`config.mk`:
```
export PLATFORM = sky130hd
export DESIGN_NAME = cordic_atan_unroll1
export DESIGN_NICKNAME = d
export VERILOG_FILES = /design/src/rtl/cordic_pkg.sv /design/src/rtl/atan_fix_to_float.sv /design/src/rtl/cordic_atan_unroll1.sv
export SDC_FILE = /design/constraint.sdc
export NUM_CORES = 1
export LEC_CHECK = 0
export CAP_MARGIN = 40
export CORE_MARGIN = 2
export CORE_UTILIZATION = 30
export CTS_BUF_LIST = sky130_fd_sc_hd__clkbuf_16
export DETAILED_ROUTE_END_ITERATION = 8
export GPL_TIMING_DRIVEN = 0
export SLEW_MARGIN = 20
export SYNTH_ARGS = -nofsm -noshare
export SYNTH_HDL_FRONTEND = slang
export SYNTH_SLANG_ARGS = --single-unit
```
`constraint.sdc`:
```
create_clock -name clock -period 10.6 [get_ports clock]
set_input_delay 2.12 -clock clock [delete_from_list [all_inputs] [get_ports clock]]
set_output_delay 2.12 -clock clock [all_outputs]
set_load 0.005 [all_outputs]
```
`src/rtl/cordic_pkg.sv`:
```
// rtl/cordic_pkg.sv - shared constants, arctangent table and FSM states for the CORDIC units
package cordic_pkg;

  localparam int WL     = 21;
  localparam int FRAC   = 20;
  localparam int N_ITER = 16;
  localparam int CNT_W  = 4;

  // Initial x for vectoring mode: 0.25 in Q1.20, so y0 = |t|/4 keeps the ratio y/x = |t|
  localparam logic [WL-1:0] X0_ATAN = 21'h040000;

  // round(atan(2^-i) * 2^20), i = 0..15
  localparam logic [WL-1:0] ATAN_LUT [N_ITER] = '{
    21'h0c90fe, 21'h076b1a, 21'h03eb6f, 21'h01fd5c,
    21'h00ffab, 21'h007ff5, 21'h003fff, 21'h002000,
    21'h001000, 21'h000800, 21'h000400, 21'h000200,
    21'h000100, 21'h000080, 21'h000040, 21'h000020
  };

  typedef enum logic [1:0] {
    IDLE = 2'd0,
    ITER = 2'd1,
    DONE = 2'd2
  } state_e;

endpackage

```
`src/rtl/atan_fix_to_float.sv`:
```
// rtl/atan_fix_to_float.sv - Q1.20 magnitude plus sign to FP32 normalizer (truncating)
module atan_fix_to_float
  import cordic_pkg::*;
(
  input  logic [WL-1:0] fix_i,
  input  logic          sign_i,
  output logic [31:0]   fp_o
);

  logic [FRAC-1:0] mag;
  logic [4:0]      lead;
  logic [22:0]     mant;

  // Clamp negatives to zero, find the leading one, left-align the bits below it
  always_comb begin
    mag  = fix_i[WL-1] ? '0 : fix_i[FRAC-1:0];
    lead = 5'd0;
    for (int i = 0; i < FRAC; i++) begin
      if (mag[i]) lead = 5'(i);
    end
    // Shifting the leading one up to bit 23 pushes it out of the 23-bit field
    mant = 23'(mag) << (5'd23 - lead);
    if (mag == '0) begin
      fp_o = 32'h0000_0000;
    end else begin
      fp_o = {sign_i, 8'd107 + {3'b000, lead}, mant};
    end
  end

endmodule

```
`src/rtl/cordic_atan_unroll1.sv`:
```
// rtl/cordic_atan_unroll1.sv - iterative vectoring-mode CORDIC atan, one micro-rotation per clock
module cordic_atan_unroll1
  import cordic_pkg::*;
(
  input  logic        clock,
  input  logic        aclr_n,
  input  logic        clk_en,
  input  logic        start,
  input  logic [31:0] dataa,
  output logic [31:0] result,
  output logic        done,
  output logic        busy
);

  state_e                state_q, state_d;
  logic [CNT_W-1:0]      cnt_q, cnt_d;
  logic signed [WL-1:0]  x_q, x_d;
  logic signed [WL-1:0]  y_q, y_d;
  logic signed [WL-1:0]  z_q, z_d;
  logic                  sign_q, sign_d;
  logic [31:0]           result_q, result_d;

  logic [7:0]            exp_in;
  logic [7:0]            sh;
  logic [23:0]           m24;
  logic [WL-1:0]         y0;

  logic signed [WL-1:0]  xs, ys, lut;
  logic signed [WL-1:0]  x_it, y_it, z_it;
  logic [31:0]           fp_res;

  // FP32 |t| to |t|/4 in Q1.20; |t| >= 1 and NaN/Inf saturate to 0.25 (angle pi/4)
  always_comb begin
    exp_in = dataa[30:23];
    m24    = {1'b1, dataa[22:0]};
    sh     = 8'd132 - exp_in;
    y0     = '0;
    if (exp_in == 8'd0) begin
      y0 = '0;
    end else if (exp_in >= 8'd127) begin
      y0 = X0_ATAN;
    end else if (sh < 8'd24) begin
      y0 = 21'(m24 >> sh);
    end
  end

  // One micro-rotation driving y toward zero while z accumulates the angle
  always_comb begin
    xs  = x_q >>> cnt_q;
    ys  = y_q >>> cnt_q;
    lut = $signed(ATAN_LUT[cnt_q]);
    if (!y_q[WL-1]) begin
      x_it = x_q + ys;
      y_it = y_q - xs;
      z_it = z_q + lut;
    end else begin
      x_it = x_q - ys;
      y_it = y_q + xs;
      z_it = z_q - lut;
    end
  end

  atan_fix_to_float u_fix_to_float (
    .fix_i  (z_it),
    .sign_i (sign_q),
    .fp_o   (fp_res)
  );

  // Next-state logic: load on accepted start, iterate 16 times, one DONE cycle
  always_comb begin
    state_d  = state_q;
    cnt_d    = cnt_q;
    x_d      = x_q;
    y_d      = y_q;
    z_d      = z_q;
    sign_d   = sign_q;
    result_d = result_q;
    case (state_q)
      IDLE: begin
        if (start) begin
          state_d = ITER;
          cnt_d   = '0;
          x_d     = X0_ATAN;
          y_d     = y0;
          z_d     = '0;
          sign_d  = dataa[31];
        end
      end
      ITER: begin
        x_d   = x_it;
        y_d   = y_it;
        z_d   = z_it;
        cnt_d = cnt_q + 1'b1;
        if (cnt_q == CNT_W'(N_ITER - 1)) begin
          state_d  = DONE;
          result_d = fp_res;
        end
      end
      DONE: begin
        state_d = IDLE;
      end
      default: begin
        state_d = IDLE;
      end
    endcase
  end

  // State registers; clk_en low freezes everything, including the done state
  always_ff @(posedge clock or negedge aclr_n) begin
    if (!aclr_n) begin
      state_q  <= IDLE;
      cnt_q    <= '0;
      x_q      <= '0;
      y_q      <= '0;
      z_q      <= '0;
      sign_q   <= 1'b0;
      result_q <= 32'h0000_0000;
    end else if (clk_en) begin
      state_q  <= state_d;
      cnt_q    <= cnt_d;
      x_q      <= x_d;
      y_q      <= y_d;
      z_q      <= z_d;
      sign_q   <= sign_d;
      result_q <= result_d;
    end
  end

  assign result = result_q;
  assign done   = (state_q == DONE);
  assign busy   = (state_q != IDLE);

endmodule

```
==> impl_metrics.tcl, run 1 <==
set metrics [dict create \
    num_vias 13400 \
    cts_setup_buffers 0 \
    clock_sink_count 102 \
    post_synth_instance_area_um2 13200 \
    yosys.area_share.adder 0.0775 \
    synth_compound_gate_area_share 0.267 \
    cpPeakStageDelay_ns 0.76 \
    leading_register_cell_type_out_of_synthesis "dfrtp_1" \
    timing.clock.skew_ns 0.00909 \
    setup.worst_path.class "flop to flop" \
    synth.top_cell.area_share 0.193 \
    synth.mux.area_fraction 0.139 \
    die-width_um 214 \
    clockRootBuffer "clkbuf_16" \
    cp_common_cell "clkbuf_1" \
    netlist_instances 1667 \
    ios 70 \
    clock_insertion_delay_worst_skew_ns 0.39 \
    tritoncts "built" \
    floorplan.die_area_um2 45700 \
    rows 76 \
    tightestPinTransition_ns 0.889 \
    drc_errors 0 \
    post_synth.cell_area_avg_um2 7.92 \
    placed_area_um2 14700 \
    ys_top_cells_by_area "dfrtp_1 19%, ha_1 7.3%, mux2i_1 5.9%" \
    gp_congestion 0.986 \
    antenna-diode-count 0 \
    timing.critical_path.slowest_stage_cell "o41ai_4" \
    crit_fanout 10 \
    final-max-slew-violation-count 0 \
    yosys_register_bits 102 \
    final_antenna_net_count 0 \
    reg2reg_from "cnt_q[2]" \
    postSynth.asyncResetShare 1.00 \
    status "completed" \
    synth_top_family_by_area "compound AO/OA/AOI/OAI gates" \
    hold_class "flop to flop" \
    clk_transition_reported_paths_ns 0.09 \
    synth_edf_count 0 \
    area_of_the_multi_input_gates_um2 9940 \
    synth_simple_gate_area_frac 0.200 \
    routedWlPerCell_um 20.5 \
    mappedNetlistNets 1783 \
    synth_largest_area_cell "dfrtp_1" \
    ys_warn_count 0 \
    deepest_level_of_the_cts_h_tree 3 \
    grt_pass1_wl_mm 74.2 \
    finalNetCount 1865 \
    unrepaired_setup_endpoints_after_global_routing "false" \
    filler_cell_count 4540 \
    grt_max_degree 65 \
    grt.total_usage 0.210 \
    fp.coreArea_um2 43300 \
    cts_inserted_buffers 9 \
    grt_pass1_vias 12900 \
    drt_first_iter_violations 1401 \
    critical_path_source_type "flop" \
    post_route_cells_drive_above_1_share 0.0929 \
    detail_route.first_pass.iterations 6 \
    cts_repair_resize_count 0 \
    antenna_found_initial 1 \
    area_growth_pct 13.4 \
    die-height_um 214 \
    ys_types 103 \
    initial_utilization 0.305 \
    vias_per_cell 5.74 \
    post_synth_xor_area_fraction 0.0698 \
    cts_hold_buffers 0 \
    finish.instance_area_um2 15000 \
    slew_headroom 0.408 \
    worst-endpoint-required_ns 10.92 \
    fin_crit_sh 0.837 \
    grt_overflow 0 \
    postRouteWirelength_mm 47.9 \
    sequential_cell_area_um2 2550 \
    layout_min_cycle_time_ns 8.87 \
    startpoint "cnt_q[2]" \
    crit_path_end_kind "flop" \
    worst_hold_startpoint "result[26]" \
    totalNegativeSetupSlack_ns 0 \
    detailedPlacementHpwl_mm 37.7 \
    finalHoldViolCount 0 \
    cts_max_path_buffers 2 \
    maxCapViolCount 0 \
    max_fclk_mhz 113 \
    crit_arrival_ns 9.20 \
    synth_sequential_area_ratio 0.193 \
    io_buffers 67 \
    setup_viol 0 \
]
-- worst paths after layout --
kind	end	slack [ns]	cells past startpoint
setup / recovery	result[2]	1.73	29
hold / removal	result[26]	0.49	2
setup reg to reg	result[2]	1.73	29
hold reg to reg	result[26]	0.49	2
max in group asynchronous	x_q[8]	8.26	2
min in group asynchronous	z_q[10]	1.65	1
-- logic make-up after synthesis --
family	Yosys count
XOR/XNOR	102
AO/OA/AOI/OAI	532
multiplexers	137
flip-flops	102
AND/OR/NAND/NOR	555
buffers and inverters	159
adder cells (fa/ha/maj)	80
-- flip-flops by register name, summed over array words and instances (netlist names) --
signal / count
cnt_q: 4
z_q: 21
x_q: 21
y_q: 21
result: 32
state_q: 2
sign_q: 1
-- Yosys cell counts (14+ instances only) --
cell type,n
mux2_2,21
nor3_1,49
a31oi_1,16
dfrtp_1,102
mux4_2,34
a21o_1,21
nand2b_1,18
mux2i_1,78
a21oi_1,139
and3_1,22
o21ai_0,133
inv_1,45
xor2_1,33
o22ai_1,17
nor2_1,153
xnor2_1,66
a211oi_1,28
clkbuf_1,59
nor2b_1,22
nand3_1,25
nand2_1,193
o21a_1,15
buf_2,21
a221oi_1,15
ha_1,77
buf_1,14
o211ai_1,18
-- placed cells by master, fill, tap and decap left out, types with 18 or more instances in the layout --
| master | Yosys | routed |
|---|---|---|
| nor2b_1 | 22 | 22 |
| a21oi_1 | 139 | 139 |
| nor2_1 | 153 | 153 |
| o21ai_0 | 133 | 133 |
| a21o_1 | 21 | 21 |
| clkbuf_1 | 59 | 59 |
| buf_2 | 21 | 21 |
| dfrtp_1 | 102 | 102 |
| and3_1 | 22 | 22 |
| xor2_1 | 33 | 33 |
| nand2_1 | 193 | 193 |
| o211ai_1 | 18 | 18 |
| nand3_1 | 25 | 25 |
| a211oi_1 | 28 | 28 |
| ha_1 | 77 | 77 |
| xnor2_1 | 66 | 66 |
| mux2i_1 | 78 | 78 |
| nand2b_1 | 18 | 18 |
| mux4_2 | 34 | 34 |
| inv_1 | 45 | 45 |
| mux2_2 | 21 | 21 |
| clkdlybuf4s50_1 | 0 | 66 |
| nor3_1 | 49 | 49 |
-- through the flow --
stage                     utilization  setup WS [ns]  hold WS (ns)  cells
after floorplan                     -           3.75         0.456   1667
after global placement          0.338           1.89         0.468   2319
after detailed placement        0.339           1.94         0.478   2321
after CTS                       0.346           1.90         0.499   2337
after global routing            0.346           1.28         0.520   2339
final                           0.346           1.73         0.493   2339
-- metal layers --
metal	GRT usage	routed length, µm	up-vias
li1	-	-	6318
met1	0.281	21600	6484
met2	0.350	22200	529
met3	0.0261	2580	91
met4	0.0742	1580	2
met5	0	13	-
-- layout make-up --
class                      instances  area share
inverter                          49      0.0123
clock inverter                     7     0.00560
buffer                           110      0.0353
timing repair buffer              71      0.0487
multi-input combinational       1406       0.664
sequential                       102       0.170
tap                              585      0.0489
clock buffer                       9      0.0150
-- worst max-delay path: cells and delay by family, from the launching register on --
kind	cells	cell delay, ns
simple gates	7	1.33
fa+ha+maj	2	0.67
compound gates	10	2.76
buf+inv	9	3.32
flops	1	0.41
xor+xnor	1	0.30
Power of run 1 is left out: the tool's default activity adds up to more than one toggle a clock period on the data nets, which glitch-free logic cannot reach.
==> run 2, diff against run 1 <==
==> constraint.sdc (replaced) <==
create_clock -name clock -period 8.7 [get_ports clock]
set_input_delay 1.74 -clock clock [delete_from_list [all_inputs] [get_ports clock]]
set_output_delay 1.74 -clock clock [all_outputs]
set_load 0.005 [all_outputs]
==> impl_metrics.tcl, run 2 (synthesized netlist as in run 1, its figures left out) <==
set metrics [dict create \
    postRouteWirelength_mm 47.9 \
    antenna-diode-count 0 \
    cts_max_path_buffers 2 \
    grt_overflow 0 \
    drc_errors 0 \
    layout_min_cycle_time_ns 8.29 \
    io_buffers 67 \
    grt_pass1_wl_mm 74.2 \
    maxCapViolCount 0 \
    initial_utilization 0.305 \
    cpPeakStageDelay_ns 0.37 \
    largest_register_ffs 32 \
    setup_viol 0 \
    layout.cells.most_common "nand2_1" \
    ff2ff_path_depth 33 \
    area_growth_pct 13.7 \
    finalNetCount 1867 \
    critical_path_source_type "flop" \
    reg2reg_from "cnt_q[3]" \
    final_antenna_net_count 0 \
    tritoncts "built" \
    ios 70 \
    worst-endpoint-required_ns 9.02 \
    deepest_level_of_the_cts_h_tree 3 \
    vias_per_cell 5.75 \
    hold_class "flop to flop" \
    timing.critical_path.slowest_stage_cell "xnor2_1" \
    grt.total_usage 0.210 \
    slew_headroom 0.396 \
    rows 76 \
    crit_arrival_ns 8.61 \
    cts_inserted_buffers 9 \
    post_route_cells_drive_above_1_share 0.0979 \
    finalHoldViolCount 0 \
    filler_cell_count 4537 \
    gp_congestion 0.986 \
    tightestPinTransition_ns 0.906 \
    grt_max_degree 65 \
    max_fclk_mhz 121 \
    worst_hold_startpoint "result[26]" \
    die-height_um 214 \
    worst-r2r-setup-slack_ns 0.41 \
    antenna_found_initial 1 \
    unrepaired_setup_endpoints_after_global_routing "false" \
    layout_common_cells "193 x nand2_1, 153 x nor2_1, 139 x a21oi_1" \
    die-width_um 214 \
    fp.coreArea_um2 43300 \
    timing.hold.worst_path_depth 2 \
    final-max-slew-violation-count 0 \
    detail_route.first_pass.iterations 6 \
    drt_first_iter_violations 1340 \
    startpoint "cnt_q[3]" \
    whs_endpoint "result[26]" \
    crit_fanout 10 \
    clockRootBuffer "clkbuf_16" \
    status "completed" \
    clock_sink_count 102 \
    timing.clock.skew_ns 0.00845 \
    clock_insertion_delay_worst_skew_ns 0.38 \
    crit_path_end_kind "flop" \
    worstReg2RegEnd "result[2]" \
    grt_pass1_vias 12900 \
    detailedPlace.worstSlack_ns 0.0444 \
    fin_crit_sh 0.953 \
    routedWlPerCell_um 20.5 \
    setup.worst_path.class "flop to flop" \
    clk_transition_reported_paths_ns 0.09 \
    floorplan.die_area_um2 45700 \
    num_vias 13500 \
    detailedPlacementHpwl_mm 37.7 \
    worst_slack_ns 0.411 \
]
## run 2: cell types whose count changed in the layout (fill, tap and decap cells not counted), moves of 2 or more
cell	before	now
clkbuf_1	59	56
buf_4	9	14
clkbuf_2	0	2
buf_1	14	12
## run 2: cell type report
| type | instances | area [µm²] | share of cell area |
|---|---|---|---|
| buffer | 107 | 523 | 0.0348 |
| timing repair buffer | 76 | 767 | 0.0511 |
| sequential | 102 | 2550 | 0.170 |
| tap | 585 | 732 | 0.0487 |
| clock buffer | 9 | 225 | 0.0150 |
| multi-input combinational | 1406 | 9950 | 0.662 |
| clock inverter | 7 | 83.8 | 0.00558 |
| inverter | 49 | 188 | 0.0125 |
## run 2: worst max-delay path, delay by kind of cell, from the launching register on
| family | cells | cell delay (ns) |
|---|---|---|
| compound gates | 7 | 1.69 |
| fa+ha+maj | 3 | 0.76 |
| buf+inv | 12 | 2.75 |
| simple gates | 9 | 1.96 |
| flops | 1 | 0.35 |
| xor+xnor | 1 | 0.37 |
| mux | 1 | 0.31 |
## run 2: worst max path at each step
stage / end / slack, ns / depth (start not counted)
floorplan: result[0] / 1.85 / 32
global placement: result[3] / -0.005 / 29
detailed placement: result[3] / 0.04 / 29
CTS: result[3] / 0.07 / 29
global route: result[2] / 0.01 / 33
finish: result[2] / 0.41 / 33
## run 2: stage by stage
| step | cells | util | area (µm²) | hold slack (ns) | TNS (ns) |
|---|---|---|---|---|---|
| 5_1_grt | 2341 | 0.347 | 15000 | 0.520 | 0 |
| 2_1_floorplan | 1667 | - | 13200 | 0.456 | 0 |
| 6_report | 2341 | 0.347 | 15000 | 0.493 | 0 |
| 4_1_cts | 2337 | 0.346 | 15000 | 0.499 | 0 |
| 3_3_place_gp | 2319 | 0.338 | 14600 | 0.468 | -0.0140 |
| 3_5_place_dp | 2321 | 0.339 | 14700 | 0.478 | 0 |
## run 2: timing repair
item / 4_1_cts / 5_1_grt
resized for setup: 0 / 6
pin swaps: 1 / 1
endpoints found under the hold margin: 0 / 0
setup buffers: 0 / 5
setup endpoints to repair: 4 / 24
hold buffers: 0 / 0
## run 2: per-layer routing
metal | share of wire | track usage
met5 | 0.00027 | 0
met4 | 0.036 | 0.0742
met3 | 0.056 | 0.0261
met2 | 0.46 | 0.350
met1 | 0.45 | 0.281
Power of run 2 is left out for the same reason.
==> run 3, diff against run 2 <==
--- a/config.mk
+++ b/config.mk
@@ -8,7 +8,7 @@
 export CAP_MARGIN = 40
 export CORE_MARGIN = 2
 export CORE_UTILIZATION = 30
-export CTS_BUF_LIST = sky130_fd_sc_hd__clkbuf_16
+export CTS_CLUSTER_DIAMETER = 30
 export DETAILED_ROUTE_END_ITERATION = 8
 export GPL_TIMING_DRIVEN = 0
 export SLEW_MARGIN = 20
==> constraint.sdc (replaced) <==
create_clock -name clock -period 8.69 [get_ports clock]
set_input_delay 1.738 -clock clock [delete_from_list [all_inputs] [get_ports clock]]
set_output_delay 1.738 -clock clock [all_outputs]
set_load 0.005 [all_outputs]
==> results of run 3 <==
The final DEF is identical to that of run 2. Status: completed.
Among the figures that moved: setup slack after placement 0.0444 ns -> 0.0344 ns; setup slack after layout 0.411 ns -> 0.401 ns; register-to-register setup slack 0.41 ns -> 0.40 ns
Power of run 3 is left out for the same reason.
